--- config.mk ---
export PLATFORM = sky130hd
export DESIGN_NAME = updown_sweep_sequencer_flat
export DESIGN_NICKNAME = d
export VERILOG_FILES = /design/src/rtl/updown_sweep_sequencer_if.sv /design/src/rtl/updown_sweep_sequencer.sv /design/src/flat_wrapper.sv
export SDC_FILE = /design/constraint.sdc
export NUM_CORES = 1
export LEC_CHECK = 0
export BUFFER_PORTS_ARGS = -buffer_cell sky130_fd_sc_hd__buf_2
export CORE_MARGIN = 8
export CORE_UTILIZATION = 60
export DETAILED_ROUTE_END_ITERATION = 16
export PLACE_DENSITY = 0.87
export REMOVE_ABC_BUFFERS = 1
export SLEW_MARGIN = 20
export SYNTH_ARGS = -nofsm -noshare
export SYNTH_HDL_FRONTEND = slang
export SYNTH_SLANG_ARGS = --single-unit
export TNS_END_PERCENT = 10
--- constraint.sdc ---
create_clock -name clk -period 2.5 [get_ports clk]
set_clock_uncertainty 0.2 [all_clocks]
set_input_delay 0.5 -clock clk [delete_from_list [all_inputs] [get_ports clk]]
set_output_delay 0.5 -clock clk [all_outputs]
set_load 0.005 [all_outputs]
--- src/rtl/updown_sweep_sequencer_if.sv ---
// updown_sweep_sequencer_if: button inputs and display-datapath outputs of the sweep sequencer
interface updown_sweep_sequencer_if #(parameter int WIDTH = 4);
  logic start, progressive, regressive, pause;
  logic [WIDTH-1:0] count;
  logic dir_up, running, sweep_done;
  logic [2:0] state;
  modport master (output start, progressive, regressive, pause, input count, dir_up, running, sweep_done, state);
  modport slave (input start, progressive, regressive, pause, output count, dir_up, running, sweep_done, state);
endinterface

--- src/rtl/updown_sweep_sequencer.sv ---
// updown_sweep_sequencer: prescaled up/down sweep counter with hold, pause and button edge detection
module updown_sweep_sequencer #(
  parameter int WIDTH = 4,
  parameter int MAX_VAL = 9,
  parameter int TICK_DIV = 100_000_000,
  parameter int CYCLES = 1
) (
  input logic clk,
  input logic reset_n,
  updown_sweep_sequencer_if.slave bus
);
  localparam int PW = TICK_DIV > 1 ? $clog2(TICK_DIV) : 1;
  localparam int SW = CYCLES > 0 ? $clog2(CYCLES + 1) : 1;
  typedef enum logic [2:0] {IDLE = 3'd0, UP = 3'd1, DOWN = 3'd2, HOLD = 3'd3, PAUSED = 3'd4} state_t;
  state_t r_state, w_state, r_ret, w_ret;
  logic [WIDTH-1:0] r_count, w_count;
  logic [PW-1:0] r_pre, w_pre;
  logic [SW-1:0] r_sweep, w_sweep, w_sweep_inc;
  logic r_dir, r_running, r_done, w_done, w_tick;
  logic [3:0] r_s1, r_s2, r_prev, w_edge;
  assign w_edge = r_s2 & ~r_prev;
  assign w_tick = r_pre == PW'(TICK_DIV - 1);
  assign w_sweep_inc = &r_sweep ? r_sweep : r_sweep + 1'b1;
  always_comb begin
    w_state = r_state;
    w_ret = r_ret;
    w_count = r_count;
    w_pre = r_pre;
    w_sweep = r_sweep;
    w_done = 1'b0;
    case (r_state)
      IDLE: if (w_edge[0]) begin
        w_state = UP;
        w_count = '0;
        w_pre = '0;
        w_sweep = '0;
      end
      UP, DOWN: if (w_edge[3]) begin
        w_state = PAUSED;
        w_ret = r_state;
      end else begin
        w_pre = w_tick ? '0 : r_pre + 1'b1;
        if (w_tick && r_state == UP) begin
          if (r_count == WIDTH'(MAX_VAL)) begin
            w_state = DOWN;
            w_count = WIDTH'(MAX_VAL - 1);
          end else w_count = r_count + 1'b1;
        end else if (w_tick) begin
          if (r_count != '0) w_count = r_count - 1'b1;
          else begin
            w_sweep = w_sweep_inc;
            if (CYCLES != 0 && w_sweep_inc == SW'(CYCLES)) begin
              w_state = HOLD;
              w_done = 1'b1;
            end else begin
              w_state = UP;
              w_count = WIDTH'(1);
            end
          end
        end
      end
      HOLD: if (w_edge[2] || w_edge[1]) begin
        w_state = w_edge[2] ? UP : DOWN;
        w_count = w_edge[2] ? '0 : WIDTH'(MAX_VAL);
        w_pre = '0;
        w_sweep = '0;
      end
      PAUSED: if (w_edge[3]) w_state = r_ret;
      default: w_state = IDLE;
    endcase
  end
  always_ff @(posedge clk) begin
    if (!reset_n) begin
      r_state <= IDLE;
      r_ret <= IDLE;
      r_count <= '0;
      r_pre <= '0;
      r_sweep <= '0;
      r_dir <= 1'b1;
      r_running <= 1'b0;
      r_done <= 1'b0;
      r_s1 <= '0;
      r_s2 <= '0;
      r_prev <= '0;
    end else begin
      r_s1 <= {bus.pause, bus.progressive, bus.regressive, bus.start};
      r_s2 <= r_s1;
      r_prev <= r_s2;
      r_state <= w_state;
      r_ret <= w_ret;
      r_count <= w_count;
      r_pre <= w_pre;
      r_sweep <= w_sweep;
      r_dir <= w_state == UP ? 1'b1 : w_state == DOWN ? 1'b0 : r_dir;
      r_running <= w_state == UP || w_state == DOWN;
      r_done <= w_done;
    end
  end
  assign bus.count = r_count;
  assign bus.dir_up = r_dir;
  assign bus.running = r_running;
  assign bus.sweep_done = r_done;
  assign bus.state = r_state;
endmodule
--- src/flat_wrapper.sv ---
// flat-port wrapper written by rule: the top's interface ports become plain ports
module updown_sweep_sequencer_flat 
#(
  parameter int WIDTH = 4,
  parameter int MAX_VAL = 9,
  parameter int TICK_DIV = 100_000_000,
  parameter int CYCLES = 1
)
  (clk, reset_n, bus_start, bus_progressive, bus_regressive, bus_pause, bus_count, bus_dir_up, bus_running, bus_sweep_done, bus_state);
  updown_sweep_sequencer_if #(.WIDTH(WIDTH)) bus_i ();
  input logic clk;
  input logic reset_n;
  input wire logic [$bits(bus_i.start)-1:0] bus_start;
  input wire logic [$bits(bus_i.progressive)-1:0] bus_progressive;
  input wire logic [$bits(bus_i.regressive)-1:0] bus_regressive;
  input wire logic [$bits(bus_i.pause)-1:0] bus_pause;
  output wire logic [$bits(bus_i.count)-1:0] bus_count;
  output wire logic [$bits(bus_i.dir_up)-1:0] bus_dir_up;
  output wire logic [$bits(bus_i.running)-1:0] bus_running;
  output wire logic [$bits(bus_i.sweep_done)-1:0] bus_sweep_done;
  output wire logic [$bits(bus_i.state)-1:0] bus_state;
  assign bus_i.start = bus_start;
  assign bus_i.progressive = bus_progressive;
  assign bus_i.regressive = bus_regressive;
  assign bus_i.pause = bus_pause;
  assign bus_count = bus_i.count;
  assign bus_dir_up = bus_i.dir_up;
  assign bus_running = bus_i.running;
  assign bus_sweep_done = bus_i.sweep_done;
  assign bus_state = bus_i.state;
  updown_sweep_sequencer #(.WIDTH(WIDTH), .MAX_VAL(MAX_VAL), .TICK_DIV(TICK_DIV), .CYCLES(CYCLES)) u_core (.clk(clk), .reset_n(reset_n), .bus(bus_i));
endmodule
==> out/summary.txt <==
largest cells by area after synthesis -> dfxtp_1, nor2_1, xor2_1
Reg clk slew, reported paths -> 90 ps
crit path buf inv count -> 1
area of the core -> 4290 um^2
per-cell routed wire length -> 15.9 um
Mean Syn Cell Area -> 8.55 um^2
clock root cell -> clkbuf_8
Die ar. -> 6780 um^2
RSZ-0062 raised after global routing -> true
initial antenna violation count -> 0
cell family with most CP delay -> simple AND/OR/NAND/NOR gates
die height -> 82.4 um
CTS tree -> yes
CTS HTree Levels -> 2
top cell type's share of synthesized area -> 39.4%
Peak VDD IR -> 0.420 mV
vias per inst -> 6.09
period utilization -> 96.8%
top_reg_cell synth -> dfxtp_1
GRT overflow -> 0
Layout Area Growth over Synthesis -> 17.1%
Critical Path Start Type -> register
cell taking the most area after synthesis -> dfxtp_1
Cell Count Post-Placement -> 391
reg2reg path depth -> 7
Net Switching -> 343 uW
minimum clock period -> 2420 ps
insertion delay to the later sink of the worst-skew pair -> 310 ps
leakage power -> 0.00114 uW
Crit Path Max Fanout -> 8
Die X -> 82.4 um
outcome -> finished clean
routed wire length -> 6370 um
Pwr Density -> 491 nW/um^2
Overall Global Routing Usage -> 20.6%
FILL cells -> 339
Max clock buf depth -> 2
fin. max-slew vios -> 0
count leader, synth -> dfxtp_1
YS warnings -> 0
synthesized area -> 2640 um^2
Slew @ Worst Pin -> 776 ps
CP max stage cell -> dfxtp_1
Comb pwr share -> 6.2%
Worst Path Arrival -> 2410 ps
maxcap violations -> 0
EDFF count, synth -> 0
part of the power in registers -> 55.7%
largest net degree at the start of global routing -> 22
Vias -> 2435
global placement routability congestion -> 0.896
Crit path required time -> 2490 ps
Crit path depth -> 7
clock share of power -> 38.1%
DRT iter0 DRCs -> 202
number of CTS-inserted buffers -> 5
row count -> 24
endpoints failing setup -> 0
Worst Setup EP -> u_core.bus.count[3]
Worst R2R Start -> u_core.bus.state[0]
Critical Path End Type -> register
reg-to-reg setup timing slack -> 80 ps
PortBufs -> 15
vias in the first global route -> 2389
list of most frequent post-synthesis cells -> dfxtp_1, nor2_1, nand2_1
sequential area share after synthesis -> 39.4%
Yosys reg bits -> 52
max_slew headroom -> 47.9%
hpwl dp -> 4610 um
Ant. Diodes -> 0
CP peak stage delay -> 460 ps
Pre-antenna DRT Iters -> 4
Final Hold Violating Endpoints -> 0
initial core utilization -> 61.5%
Final nets -> 354
post-synthesis async set-or-reset flop share -> 0%
Post-Layout Cell Count -> 400
TNS Setup -> 0 ps
Reg-to-Reg End -> u_core.bus.count[3]
crit path kind -> register to register
CP startpoint -> u_core.bus.state[0]
first-pass GRT wire length -> 10900 um
FMAX -> 0.413 GHz
Detail Route Antenna Nets -> 0
Switching Share -> 22.6%
DRC viols -> 0
# IOs -> 16
worst hold path class -> input pin to register
# clock sinks -> 52
internal power -> 1180 uW
share of cells above drive strength 1 -> 21.3%
Synth Instances -> 309
worst-path cell chain -> buf_4 > nor3b_2 > nand4_1 > nor3_1 > mux2_2 > a31oi_1 > a221oi_1
Distinct cells, synth -> 65
[per-stage QoR]
step / utilization [%] / total power, uW / hold WS, ps / setup WS [ps] / area, um^2
2_1_floorplan: - / 914 / 212 / 142 / 2570
3_3_place_gp: 68.4 / 954 / 213 / 113 / 2940
3_5_place_dp: 68.4 / 958 / 224 / 6.94 / 2940
4_1_cts: 71.3 / 1530 / 189 / 47.8 / 3060
5_1_grt: 72.1 / 1570 / 190 / -11.7 / 3100
6_report: 72.1 / 1520 / 192 / 80.6 / 3100
[worst min path at each step]
stage,slack [ps],cells past startpoint,to,startpoint
global route,190,2,u_core.r_s1[1],bus_regressive
CTS,190,2,u_core.r_s1[3],bus_pause
finish,190,2,u_core.r_s1[3],bus_pause
floorplan,210,1,u_core.r_s2[0],u_core.r_s1[0]
global placement,210,1,u_core.r_s2[0],u_core.r_s1[0]
detailed placement,220,1,u_core.r_s2[3],u_core.r_s1[3]
[placed cells by master (no fill, tap or decap), drive strengths merged, types with 3 or more instances in the layout]
cell    Yosys  final
nand4      10     10
xor2       12     12
nand3      17     17
or4         4      4
nor3       18     18
o211ai      3      3
a21oi       8      8
nor4        5      5
nor3b       3      3
nand4b      3      3
a31oi       3      3
and3        7      7
o21ai      14     14
nor2       37     37
buf         7     44
nor2b       4      4
nand2      21     21
clkbuf      6      5
inv         6      6
and2       16     16
dfxtp      52     52
xnor2      12     12
and4        4      4
[sequential cells by signal, summed over array words and instances (netlist names)]
signal                 cells
u_core.r_pre              27
u_core.r_s1                4
u_core.bus.dir_up          1
u_core.r_ret               3
u_core.bus.sweep_done      1
u_core.r_s2                4
u_core.r_prev              4
u_core.bus.count           4
u_core.bus.running         1
u_core.bus.state           3
[power by group through the flow]
stage | clock network [uW] | registers, uW | logic [uW]
final | 578 | 847 | 93.9
after floorplan | 0 | 866 | 48.5
after global routing | 620 | 849 | 102
after detailed placement | 0 | 866 | 91.8
after CTS | 593 | 847 | 92.8
after global placement | 0 | 865 | 89.0
[kinds of logic after synthesis]
family | share of synthesized area, %
AOI/OAI and AO/OA | 12.2
and+or+nand+nor | 35.5
DFF | 39.4
muxes | 0.805
buffers and inverters | 3.41
adders and majority gates | 0.473
xor gates and xnor gates | 8.24
[metal layers]
| metal | up-vias | global-route usage (%) | wire (um) |
|---|---|---|---|
| li1 | 1190 | - | - |
| met1 | 1158 | 24.3 | 2720 |
| met2 | 76 | 35.3 | 3250 |
| met3 | 11 | 4.44 | 308 |
| met4 | 0 | 8.42 | 96 |
| met5 | - | 0 | 0 |
[repair_timing]
item                                    4_1_cts  5_1_grt
pin swaps                                     1        3
setup buffers                                 1        0
hold buffers                                  0        0
resized for setup                             1        6
endpoints found under the setup margin        1       17
[cell type report]
type	count	area, um^2	area share, %
clock buffer	5	68.8	2.22
clock inverter	3	42.5	1.37
inverter	6	22.5	0.728
multi-input combinational	238	1550	50.1
sequential	52	1040	33.6
tap	52	65.1	2.10
timing repair buffer	44	305	9.86
No activity file was read; power rests on OpenSTA's default activity.
